## config.mk

```make
export PLATFORM = sky130hd
export DESIGN_NAME = demux_tdm_1t4_flat
export DESIGN_NICKNAME = d
export VERILOG_FILES = /design/src/rtl/demux_tdm_1t4_if.sv /design/src/rtl/demux_tdm_1t4.sv /design/src/flat_wrapper.sv
export SDC_FILE = /design/constraint.sdc
export NUM_CORES = 1
export LEC_CHECK = 0
export CAP_MARGIN = 5
export CELL_PAD_IN_SITES_DETAIL_PLACEMENT = 1
export CELL_PAD_IN_SITES_GLOBAL_PLACEMENT = 2
export CORE_MARGIN = 2
export CORE_UTILIZATION = 37
export DETAILED_ROUTE_END_ITERATION = 12
export DONT_BUFFER_PORTS = 1
export GPL_ROUTABILITY_DRIVEN = 0
export PLACE_DENSITY_LB_ADDON = 0.05
export SYNTH_ARGS = -nofsm -noshare
export SYNTH_HDL_FRONTEND = slang
export SYNTH_SLANG_ARGS = --single-unit
```

## constraint.sdc

```tcl
create_clock -name clk -period 3.45 [get_ports clk]
set_input_delay 0.69 -clock clk [delete_from_list [all_inputs] [get_ports clk]]
set_output_delay 0.69 -clock clk [all_outputs]
set_load 0.05 [all_outputs]
```

## src/rtl/demux_tdm_1t4_if.sv

```systemverilog
// Bundle for the four-slot TDM demultiplexer.
// Handshake: Din_valid alone qualifies a beat; there is no ready, the
// receiver accepts every valid beat on the same rising edge, and
// Frame_sync is only meaningful while Din_valid is high.
interface demux_tdm_1t4_if #(
  parameter int WIDTH = 1
);
  logic [WIDTH-1:0] Din;
  logic             Din_valid;
  logic             Frame_sync;
  logic [WIDTH-1:0] O0;
  logic [WIDTH-1:0] O1;
  logic [WIDTH-1:0] O2;
  logic [WIDTH-1:0] O3;
  logic             Frame_valid;
  logic [1:0]       Slot;
  logic             Locked;
  logic             Sync_err;
  logic             State;   // debug view of the FSM: 0 = HUNT, 1 = RUN

  // Transmitter side: drives the serial stream, observes the demux.
  modport master (
    output Din, Din_valid, Frame_sync,
    input  O0, O1, O2, O3, Frame_valid, Slot, Locked, Sync_err, State
  );

  // Demux side.
  modport slave (
    input  Din, Din_valid, Frame_sync,
    output O0, O1, O2, O3, Frame_valid, Slot, Locked, Sync_err, State
  );
endinterface

```

## src/rtl/demux_tdm_1t4.sv

```systemverilog
// Four-slot TDM demultiplexer: an internal slot counter, aligned by
// Frame_sync, spreads the serial beats over SH0..SH2; the slot-3 beat
// commits a whole frame to O0..O3 at once with a one-cycle Frame_valid.
module demux_tdm_1t4 #(
  parameter int WIDTH = 1
) (
  input logic                  clk,
  input logic                  rst,
  demux_tdm_1t4_if.slave       bus
);

  typedef enum logic {
    HUNT = 1'b0,
    RUN  = 1'b1
  } state_t;

  state_t           state;
  logic [1:0]       slot;
  logic [WIDTH-1:0] sh0;
  logic [WIDTH-1:0] sh1;
  logic [WIDTH-1:0] sh2;
  logic [WIDTH-1:0] o0;
  logic [WIDTH-1:0] o1;
  logic [WIDTH-1:0] o2;
  logic [WIDTH-1:0] o3;
  logic             frame_valid;
  logic             locked;
  logic             sync_err;

  // Slot FSM, shadow capture and atomic frame commit in one registered block.
  always_ff @(posedge clk) begin
    if (rst) begin
      state       <= HUNT;
      slot        <= 2'd0;
      sh0         <= '0;
      sh1         <= '0;
      sh2         <= '0;
      o0          <= '0;
      o1          <= '0;
      o2          <= '0;
      o3          <= '0;
      frame_valid <= 1'b0;
      locked      <= 1'b0;
      sync_err    <= 1'b0;
    end else begin
      // Pulses last exactly one cycle unless re-raised below.
      frame_valid <= 1'b0;
      sync_err    <= 1'b0;
      if (bus.Din_valid) begin
        case (state)
          HUNT: begin
            // Everything before the first sync is thrown away.
            if (bus.Frame_sync) begin
              sh0    <= bus.Din;
              slot   <= 2'd1;
              state  <= RUN;
              locked <= 1'b1;
            end
          end
          RUN: begin
            if (bus.Frame_sync && (slot != 2'd0)) begin
              // Misaligned sync: drop the partial frame, restart at slot 1.
              sync_err <= 1'b1;
              sh0      <= bus.Din;
              slot     <= 2'd1;
            end else begin
              case (slot)
                2'd0: sh0 <= bus.Din;
                2'd1: sh1 <= bus.Din;
                2'd2: sh2 <= bus.Din;
                default: begin
                  o0          <= sh0;
                  o1          <= sh1;
                  o2          <= sh2;
                  o3          <= bus.Din;
                  frame_valid <= 1'b1;
                end
              endcase
              slot <= slot + 2'd1;
            end
          end
          default: state <= HUNT;
        endcase
      end
    end
  end

  assign bus.O0          = o0;
  assign bus.O1          = o1;
  assign bus.O2          = o2;
  assign bus.O3          = o3;
  assign bus.Frame_valid = frame_valid;
  assign bus.Slot        = slot;
  assign bus.Locked      = locked;
  assign bus.Sync_err    = sync_err;
  assign bus.State       = state;

endmodule

```

## src/flat_wrapper.sv

```systemverilog
// flat-port wrapper written by rule: the top's interface ports become plain ports
module demux_tdm_1t4_flat 
#(
  parameter int WIDTH = 1
)
  (clk, rst, bus_Din, bus_Din_valid, bus_Frame_sync, bus_O0, bus_O1, bus_O2, bus_O3, bus_Frame_valid, bus_Slot, bus_Locked, bus_Sync_err, bus_State);
  demux_tdm_1t4_if #(.WIDTH(WIDTH)) bus_i ();
  input logic clk;
  input logic rst;
  input wire logic [$bits(bus_i.Din)-1:0] bus_Din;
  input wire logic [$bits(bus_i.Din_valid)-1:0] bus_Din_valid;
  input wire logic [$bits(bus_i.Frame_sync)-1:0] bus_Frame_sync;
  output wire logic [$bits(bus_i.O0)-1:0] bus_O0;
  output wire logic [$bits(bus_i.O1)-1:0] bus_O1;
  output wire logic [$bits(bus_i.O2)-1:0] bus_O2;
  output wire logic [$bits(bus_i.O3)-1:0] bus_O3;
  output wire logic [$bits(bus_i.Frame_valid)-1:0] bus_Frame_valid;
  output wire logic [$bits(bus_i.Slot)-1:0] bus_Slot;
  output wire logic [$bits(bus_i.Locked)-1:0] bus_Locked;
  output wire logic [$bits(bus_i.Sync_err)-1:0] bus_Sync_err;
  output wire logic [$bits(bus_i.State)-1:0] bus_State;
  assign bus_i.Din = bus_Din;
  assign bus_i.Din_valid = bus_Din_valid;
  assign bus_i.Frame_sync = bus_Frame_sync;
  assign bus_O0 = bus_i.O0;
  assign bus_O1 = bus_i.O1;
  assign bus_O2 = bus_i.O2;
  assign bus_O3 = bus_i.O3;
  assign bus_Frame_valid = bus_i.Frame_valid;
  assign bus_Slot = bus_i.Slot;
  assign bus_Locked = bus_i.Locked;
  assign bus_Sync_err = bus_i.Sync_err;
  assign bus_State = bus_i.State;
  demux_tdm_1t4 #(.WIDTH(WIDTH)) u_core (.clk(clk), .rst(rst), .bus(bus_i));
endmodule
```

== Word level (Yosys, flattened, before mapping) ==
Index checks and enable logic that the tools add are counted.

* $add $sub $neg: 1
* Equal/unequal tests: 4
* Multiplexer cells: 11
* Bitwise operators: 4
* Reduce and logical (&&, ||, !) cells: 12

{| class="wikitable"
|+ Operator list
! kind !! number
|-
| 4-bit AND reduction || 3
|-
| 1-bit two-way mux || 7
|-
| 3-bit AND reduction || 2
|-
| 3-bit OR reduction || 2
|-
| 2-bit two-way mux || 2
|-
| 1-bit NOT || 4
|-
| 2-bit one-hot mux with 2 select lines || 1
|-
| 4-bit OR reduction || 1
|-
| 3-bit inequality test, second input constant || 1
|-
| 2-bit by 1-bit adder with 2-bit output, second input constant || 1
|-
| 2-bit by 1-bit equality test with 1-bit output, second input constant || 1
|-
| 2-bit equality test, second input constant || 1
|-
| 2-bit logical NOT || 1
|-
| 2-bit inequality test, second input constant || 1
|-
| 1-bit one-hot mux with 2 select lines || 1
|-
| 2-bit AND reduction || 1
|-
| 2-bit nonzero test || 1
|-
| 1-bit logical AND || 1
|}

* Flip-flop bits (word level): 13
* Input bits: 5
* Output and inout bits: 10
* Logic and storage cells: 44

== Longest topological paths before layout ==
Gate-level depths: netlist (run 1).

* Depth in word-level cells: 4
* Gate-level depth with buffers: 5
* Mapped depth without buffers: 5

== Least setup slack after synthesis (run 1) ==
OpenSTA, ideal clock, no wires.

* Kind: flip-flop to flip-flop
* From: register u_core.slot[0] (netlist: u_core.bus.Slot[0])
* To: register u_core.o0 (netlist: u_core.bus.O0)
* Library setup time: 0.119 ns
* Arrival time: 1.569 ns
* Path slack: 1.762 ns
* Stages on the path, launching flop included: 6
* Path buffers: 0
* Path through: dfxtp_1 inv_1 ha_1 nand2b_1 and3_4 mux2i_1

* Longest elaborated chain between the ends: 4

{| class="wikitable"
|+ Ends and longest elaborated chain
! item !! line !! RTL
|-
| start: declaration || demux_tdm_1t4.sv:18 || <nowiki>logic [1:0] slot;</nowiki>
|-
| start signal: assignment || demux_tdm_1t4.sv:79 || <nowiki>slot <= slot + 2'd1;</nowiki>
|-
| 2-bit by 1-bit equality test with 1-bit output, or another cell as far along || demux_tdm_1t4.sv:67 || <nowiki>case (slot)</nowiki>
|-
| 3-bit OR reduction (no line) or 1-bit logical AND (tied branches) || -- ||
|-
| 1-bit NOT (no line) || -- ||
|-
| 4-bit AND reduction (no line) * || -- ||
|-
| end signal: assignment || demux_tdm_1t4.sv:38 || <nowiki>o0 <= '0;</nowiki>
|-
| end signal: assignment || demux_tdm_1t4.sv:72 || <nowiki>o0 <= sh0;</nowiki>
|-
| end: declaration || demux_tdm_1t4.sv:22 || <nowiki>logic [WIDTH-1:0] o0;</nowiki>
|}

Mark *: on every way between the ends. The rest lies on a longest branch, timed or not.
A chain may end at the register's enable or synchronous reset.

== Worst setup path in the final report (run 1) ==
Ends and elaborated chain as after synthesis.

==> results of run 1 <==
synthesized netlist by cell type (all sizes together):
master | count | area share, %
mux2i | 7 | 12
a32oi | 1 | 1.5
dfxtp | 13 | 45
o21ai | 1 | 0.87
a21o | 1 | 1.3
nand3 | 3 | 3.5
a31oi | 1 | 1.1
a21oi | 1 | 0.87
buf | 1 | 2.0
nor3b | 1 | 1.3
ha | 4 | 8.7
and3 | 1 | 2.0
a221oi | 1 | 1.5
and2 | 1 | 1.5
inv | 3 | 2.0
nand2b | 9 | 9.8
nand2 | 1 | 0.65
clkbuf | 1 | 0.65
nor2 | 5 | 3.3
per-layer routing:
| layer | global-route usage [%] | routed length [um] | up-vias |
|---|---|---|---|
| met5 | 0 | 0 | - |
| met4 | 7.27 | 15 | 0 |
| met3 | 5.83 | 74 | 2 |
| met2 | 24.5 | 590 | 13 |
| met1 | 15.2 | 489 | 185 |
| li1 | - | - | 192 |
path summary, 6_finish.rpt:
check | start | to | slack, ns | cells past startpoint
max reg2reg | u_core.bus.Slot[0]$_SDFFE_PP0P_ | u_core.bus.O0$_SDFFE_PP0P_ | 1.59 | 5
min reg2reg | u_core.sh1$_SDFFE_PP0P_ | u_core.bus.O1$_SDFFE_PP0P_ | 0.51 | 2
max | u_core.bus.Slot[0]$_SDFFE_PP0P_ | u_core.bus.O0$_SDFFE_PP0P_ | 1.59 | 5
min | rst | u_core.bus.Slot[1]$_SDFFE_PP0P_ | 0.47 | 1
cell usage in the layout, fill, tap and decap left out:
| cell | instances |
|---|---|
| o21ai_0 | 1 |
| and2_4 | 1 |
| a32oi_1 | 1 |
| nand2_1 | 1 |
| and3_4 | 1 |
| mux2i_1 | 7 |
| clkbuf_4 | 3 |
| nor3b_1 | 1 |
| inv_1 | 3 |
| a31oi_1 | 1 |
| nand2b_1 | 9 |
| dfxtp_1 | 13 |
| a221oi_1 | 1 |
| nor2_1 | 5 |
| clkbuf_1 | 1 |
| nand3_2 | 1 |
| a21o_1 | 1 |
| ha_1 | 4 |
| nand3_1 | 2 |
| a21oi_1 | 1 |
state kept, by name, indices dropped and copies added (netlist names):
name / cells
u_core.bus.Locked: 1
u_core.bus.State: 1
u_core.bus.O3: 1
u_core.bus.O2: 1
u_core.bus.Slot: 2
u_core.bus.Frame_valid: 1
u_core.sh2: 1
u_core.bus.Sync_err: 1
u_core.sh0: 1
u_core.bus.O1: 1
u_core.sh1: 1
u_core.bus.O0: 1
layout make-up:
class | instances | area (sq um) | area share (%)
multi-input cells | 38 | 288 | 47.5
flip-flops and latches | 13 | 260 | 43.0
clock buffers | 4 | 26.3 | 4.34
well taps | 16 | 20.0 | 3.31
inverters | 3 | 11.3 | 1.86
kinds of logic (layout without fill, tap and decap cells):
group	count (synthesis)	count (layout)
compound gates	6	6
fa+ha+maj	4	4
buf+inv	5	7
flops	13	13
mux	7	7
simple gates	21	21
power groups by stage:
stage | logic (mW) | clock network, mW | registers, mW
2_1_floorplan | 0.0159 | 0 | 0.170
3_3_place_gp | 0.0156 | 0 | 0.170
3_5_place_dp | 0.0165 | 0 | 0.171
4_1_cts | 0.0169 | 0.0977 | 0.167
5_1_grt | 0.0194 | 0.103 | 0.168
6_report | 0.0165 | 0.0955 | 0.167
through the flow:
step / hold WS [ns] / util (%) / total power, mW
5_1_grt: 0.466 / 41.2 / 0.290
4_1_cts: 0.465 / 41.2 / 0.282
3_5_place_dp: 0.495 / 39.4 / 0.187
2_1_floorplan: 0.458 / - / 0.186
6_report: 0.472 / 41.2 / 0.279
3_3_place_gp: 0.471 / 39.4 / 0.186
==> results_dict.tcl, run 1 <==
set metrics [dict create \
    worstPathArrival_ns 2.03 \
    cts_buffers 3 \
    fp.dieW_um 43.4 \
    syn_nets 65 \
    crit_type "flip-flop to flip-flop" \
    overflow 0 \
    outcome "finished clean" \
    worstPathRequired_ns 3.62 \
    min_period_ns 1.86 \
    drv_slew 0 \
    fin_cells 74 \
    numPlacedInstances 70 \
    start_util_pct 39.0 \
    netlist_area_sq_um 574 \
    viasPerCell 5.30 \
    coreArea_sq_mm 0.00147 \
    leakagePower_nw 0.255 \
    relSlewSlack_pct 58.7 \
    wl_per_cell_um 15.8 \
    tightest_slew_ns 0.618 \
    drt_wl_total_um 1170 \
    peakVddDrop_uv 215 \
    grt_max_degree 15 \
    ys_warn_count 0 \
    slowest_delay_ns 0.69 \
    ys_seq_elements 13 \
    ant_nets 0 \
    muxShareOfSynthArea_pct 12.2 \
    firstDrtPassIters 1 \
    cp-start-kind "flip-flop" \
    setup_viol 0 \
    hold_viol_final 0 \
    grt_pass1_wl_um 1950 \
    cts_resized 0 \
    syn_avg_cell_area_sq_um 10.3 \
    grt_pass1_vias 447 \
    ctsHoldBuffers 0 \
    rows 14 \
    nNetsFinal 68 \
    power_frac_seq_pct 59.9 \
    clock_skew_ns 0.00242 \
    ys_types 20 \
    antenna_cells 0 \
    die-area_sq_mm 0.00188 \
    hpwl_um 873 \
    powerDensity_mw_per_mm2 461 \
    critPathTopFamily "flip-flops" \
    finalSetupTns_ns 0 \
    critPathSlowestCell "dfxtp_1" \
    crit_chain "inv_1 > ha_1 > nand2b_1 > and3_4 > mux2i_1" \
    synth-simple-area-share_pct 22.0 \
    fill_cells 176 \
    yosysSeqAreaShare_pct 45.3 \
    cts_tree "yes" \
    h-tree-depth 1 \
    rsz0062_at_grt "no" \
    power_switching_share_pct 26.0 \
    placed_area_sq_um 579 \
    cts_setup_buffers 0 \
    io_buffers 0 \
    hp-class "input port to flip-flop" \
    clock_latency_ns 0.28 \
    crit_buf_inv 1 \
    stdcell_area_sq_um 606 \
    postLayoutSetupSlackWorst_ns 1.59 \
    drive_gt1_share_pct 10.3 \
    p_int_uw 207 \
    synth_top_family_by_area "simple AND/OR/NAND/NOR gates" \
    num_io_pins 15 \
    max_cap_viol_count 0 \
    pre_cts_ws_ns 1.58 \
    cts_sinks 13 \
    synth_fa_ha_area_share_pct 8.71 \
    fmax_mhz 537 \
    drtIter0Drc 0 \
    crit_fanout 6 \
    clock_tree.buffer_depth 2 \
    dr_total_vias 392 \
    cts.clk_slew.worst_paths_ns 0.08 \
    end_kind "flip-flop" \
    syn_to_final_growth_pct 5.45 \
    grtUsageTotal_pct 14.3 \
    die_y_um 43.4 \
    antenna_found_initial 0 \
    min_period_over_period_pct 54.0 \
    root_buffer "clkbuf_4" \
    p_switching_uw 72.5 \
    synth_compound_area_share_pct 7.19 \
    combPwrFrac_pct 5.9 \
    synth-xor-area-share_pct 0 \
    drc 0 \
    syn_inst 56 \
    clockPowerShare_pct 34.2 \
]
(Power assumes the default switching activity.)
==> inputs of run 2 (changes only) <==
--- a/config.mk
+++ b/config.mk
@@ -9,7 +9,7 @@
 export CELL_PAD_IN_SITES_DETAIL_PLACEMENT = 1
 export CELL_PAD_IN_SITES_GLOBAL_PLACEMENT = 2
 export CORE_MARGIN = 2
-export CORE_UTILIZATION = 37
+export CORE_UTILIZATION = 31
 export DETAILED_ROUTE_END_ITERATION = 12
 export DONT_BUFFER_PORTS = 1
 export GPL_ROUTABILITY_DRIVEN = 0
==> constraint.sdc (replaced) <==
create_clock -name clk -period 1.65 [get_ports clk]
set_input_delay 0.33 -clock clk [delete_from_list [all_inputs] [get_ports clk]]
set_output_delay 0.33 -clock clk [all_outputs]
set_load 0.05 [all_outputs]
==> results_dict.tcl, run 2 (synthesized netlist as in run 1, its figures left out) <==
set metrics [dict create \
    overflow 0 \
    powerDensity_mw_per_mm2 922 \
    peakVddDrop_uv 429 \
    drt_wl_total_um 1190 \
    grt_max_degree 15 \
    die_y_um 47.0 \
    largest_reg_flops 2 \
    worstPathRequired_ns 1.85 \
    drc 0 \
    root_buffer "clkbuf_4" \
    crit_type "flip-flop to flip-flop" \
    syn_to_final_growth_pct 11.5 \
    setup_viol 0 \
    finalSetupTns_ns 0 \
    critPathSlowestCell "dfxtp_2" \
    mostFrequentLayoutCells "dfxtp_1, nand2b_1, mux2i_1" \
    drive_gt1_share_pct 16.4 \
    cts_tree "yes" \
    nNetsFinal 71 \
    r2r_cells 5 \
    worstPathArrival_ns 1.58 \
    viasPerCell 4.76 \
    leakagePower_nw 0.272 \
    crit_end "u_core.bus.O2$_SDFFE_PP0P_" \
    placed_area_sq_um 614 \
    clock_skew_ns 0.000683 \
    outcome "finished clean" \
    grt_pass1_wl_um 1980 \
    clock_latency_ns 0.27 \
    power_frac_seq_pct 56.2 \
    fp.dieW_um 47.0 \
    p_switching_uw 154 \
    rows 15 \
    h-tree-depth 1 \
    crit_buf_inv 1 \
    p_int_uw 437 \
    cts_sinks 13 \
    crit_chain "inv_1 > ha_1 > nand2b_1 > and3_4 > mux2i_1" \
    relSlewSlack_pct 65.0 \
    cts_buffers 3 \
    cp.depth 5 \
    num_io_pins 15 \
    coreArea_sq_mm 0.00173 \
    combPwrFrac_pct 9.8 \
    ant_nets 0 \
    slowest_delay_ns 0.33 \
    crit_fanout 6 \
    cts_setup_buffers 0 \
    rsz0062_at_grt "no" \
    wl_per_cell_um 13.8 \
    cp-startpoint "u_core.bus.Slot[0]$_SDFFE_PP0P_" \
    antenna_found_initial 0 \
    max_cap_viol_count 0 \
    min_period_over_period_pct 83.7 \
    final_common_cell "dfxtp_1" \
    worstReg2RegEnd "u_core.bus.O2$_SDFFE_PP0P_" \
    start_util_pct 33.3 \
    cts.clk_slew.worst_paths_ns 0.08 \
    die-area_sq_mm 0.00221 \
    clockPowerShare_pct 33.9 \
    io_buffers 0 \
    clock_tree.buffer_depth 2 \
    ctsHoldBuffers 0 \
    firstDrtPassIters 2 \
    grtUsageTotal_pct 13.4 \
    hpwl_um 969 \
    r2r-start "u_core.bus.Slot[0]$_SDFFE_PP0P_" \
    cts_resized 0 \
    cp-start-kind "flip-flop" \
    antenna_cells 0 \
    stdcell_area_sq_um 641 \
    critPathTopFamily "simple AND/OR/NAND/NOR gates" \
    drv_slew 0 \
    min_period_ns 1.38 \
    tightest_slew_ns 0.524 \
    power_switching_share_pct 26.0 \
    grt_pass1_vias 456 \
    hp-class "input port to flip-flop" \
    rrSetupSlack_ns 0.27 \
    end_kind "flip-flop" \
    dr_total_vias 409 \
    fmax_mhz 724 \
    drtIter0Drc 1 \
    hold_viol_final 0 \
]
## run 2: worst min-delay path by stage
stage                                        from                         endpoint  slack, ns  cells past startpoint
after floorplan           u_core.sh1$_SDFFE_PP0P_       u_core.bus.O1$_SDFFE_PP0P_       0.46                      2
after global placement                        rst  u_core.bus.Slot[0]$_SDFFE_PP0P_       0.40                      1
after detailed placement                      rst  u_core.bus.Slot[1]$_SDFFE_PP0P_       0.41                      1
after CTS                                     rst  u_core.bus.Slot[1]$_SDFFE_PP0P_       0.10                      1
after global routing                          rst  u_core.bus.Slot[1]$_SDFFE_PP0P_        0.1                      1
final                                         rst    u_core.bus.State$_SDFFE_PP0P_       0.12                      1
## run 2: layout make-up
class                           count  area (sq um)
Tap cell                           25          31.3
Inverter                            3          11.3
Timing Repair Buffer                3          22.5
Fill cell                         206          1090
Multi-Input combinational cell     38           288
Sequential cell                    13           262
Clock buffer                        4          26.3
## run 2: power groups by stage
| stage | sequential [mW] | clock [mW] | combinational [mW] |
|---|---|---|---|
| 4_1_cts | 0.332 | 0.212 | 0.0593 |
| 6_report | 0.332 | 0.201 | 0.0581 |
| 2_1_floorplan | 0.355 | 0 | 0.0333 |
| 3_5_place_dp | 0.340 | 0 | 0.0588 |
| 3_3_place_gp | 0.339 | 0 | 0.0563 |
| 5_1_grt | 0.333 | 0.229 | 0.0628 |
## run 2: routing by layer
metal	routed length (um)	part of all wire, %	vias to the layer above	GRT usage (%)
met1	482	41	201	14.1
li1	-	-	198	-
met5	0	0	-	0
met4	19	1.6	0	10.0
met2	637	54	8	22.7
met3	49	4.1	2	3.85
## run 2: per-stage QoR
stage               total power, mW  util, %  hold WS (ns)  setup slack (ns)  std cells
finish                        0.591     37.1         0.117             0.270         86
global route                  0.625     37.1        0.0970             0.166         86
CTS                           0.603     37.1         0.102             0.243         86
detailed placement            0.399     35.6         0.409             0.278         82
global placement              0.396     35.6         0.404             0.369         82
floorplan                     0.388        -         0.458            0.0247         56
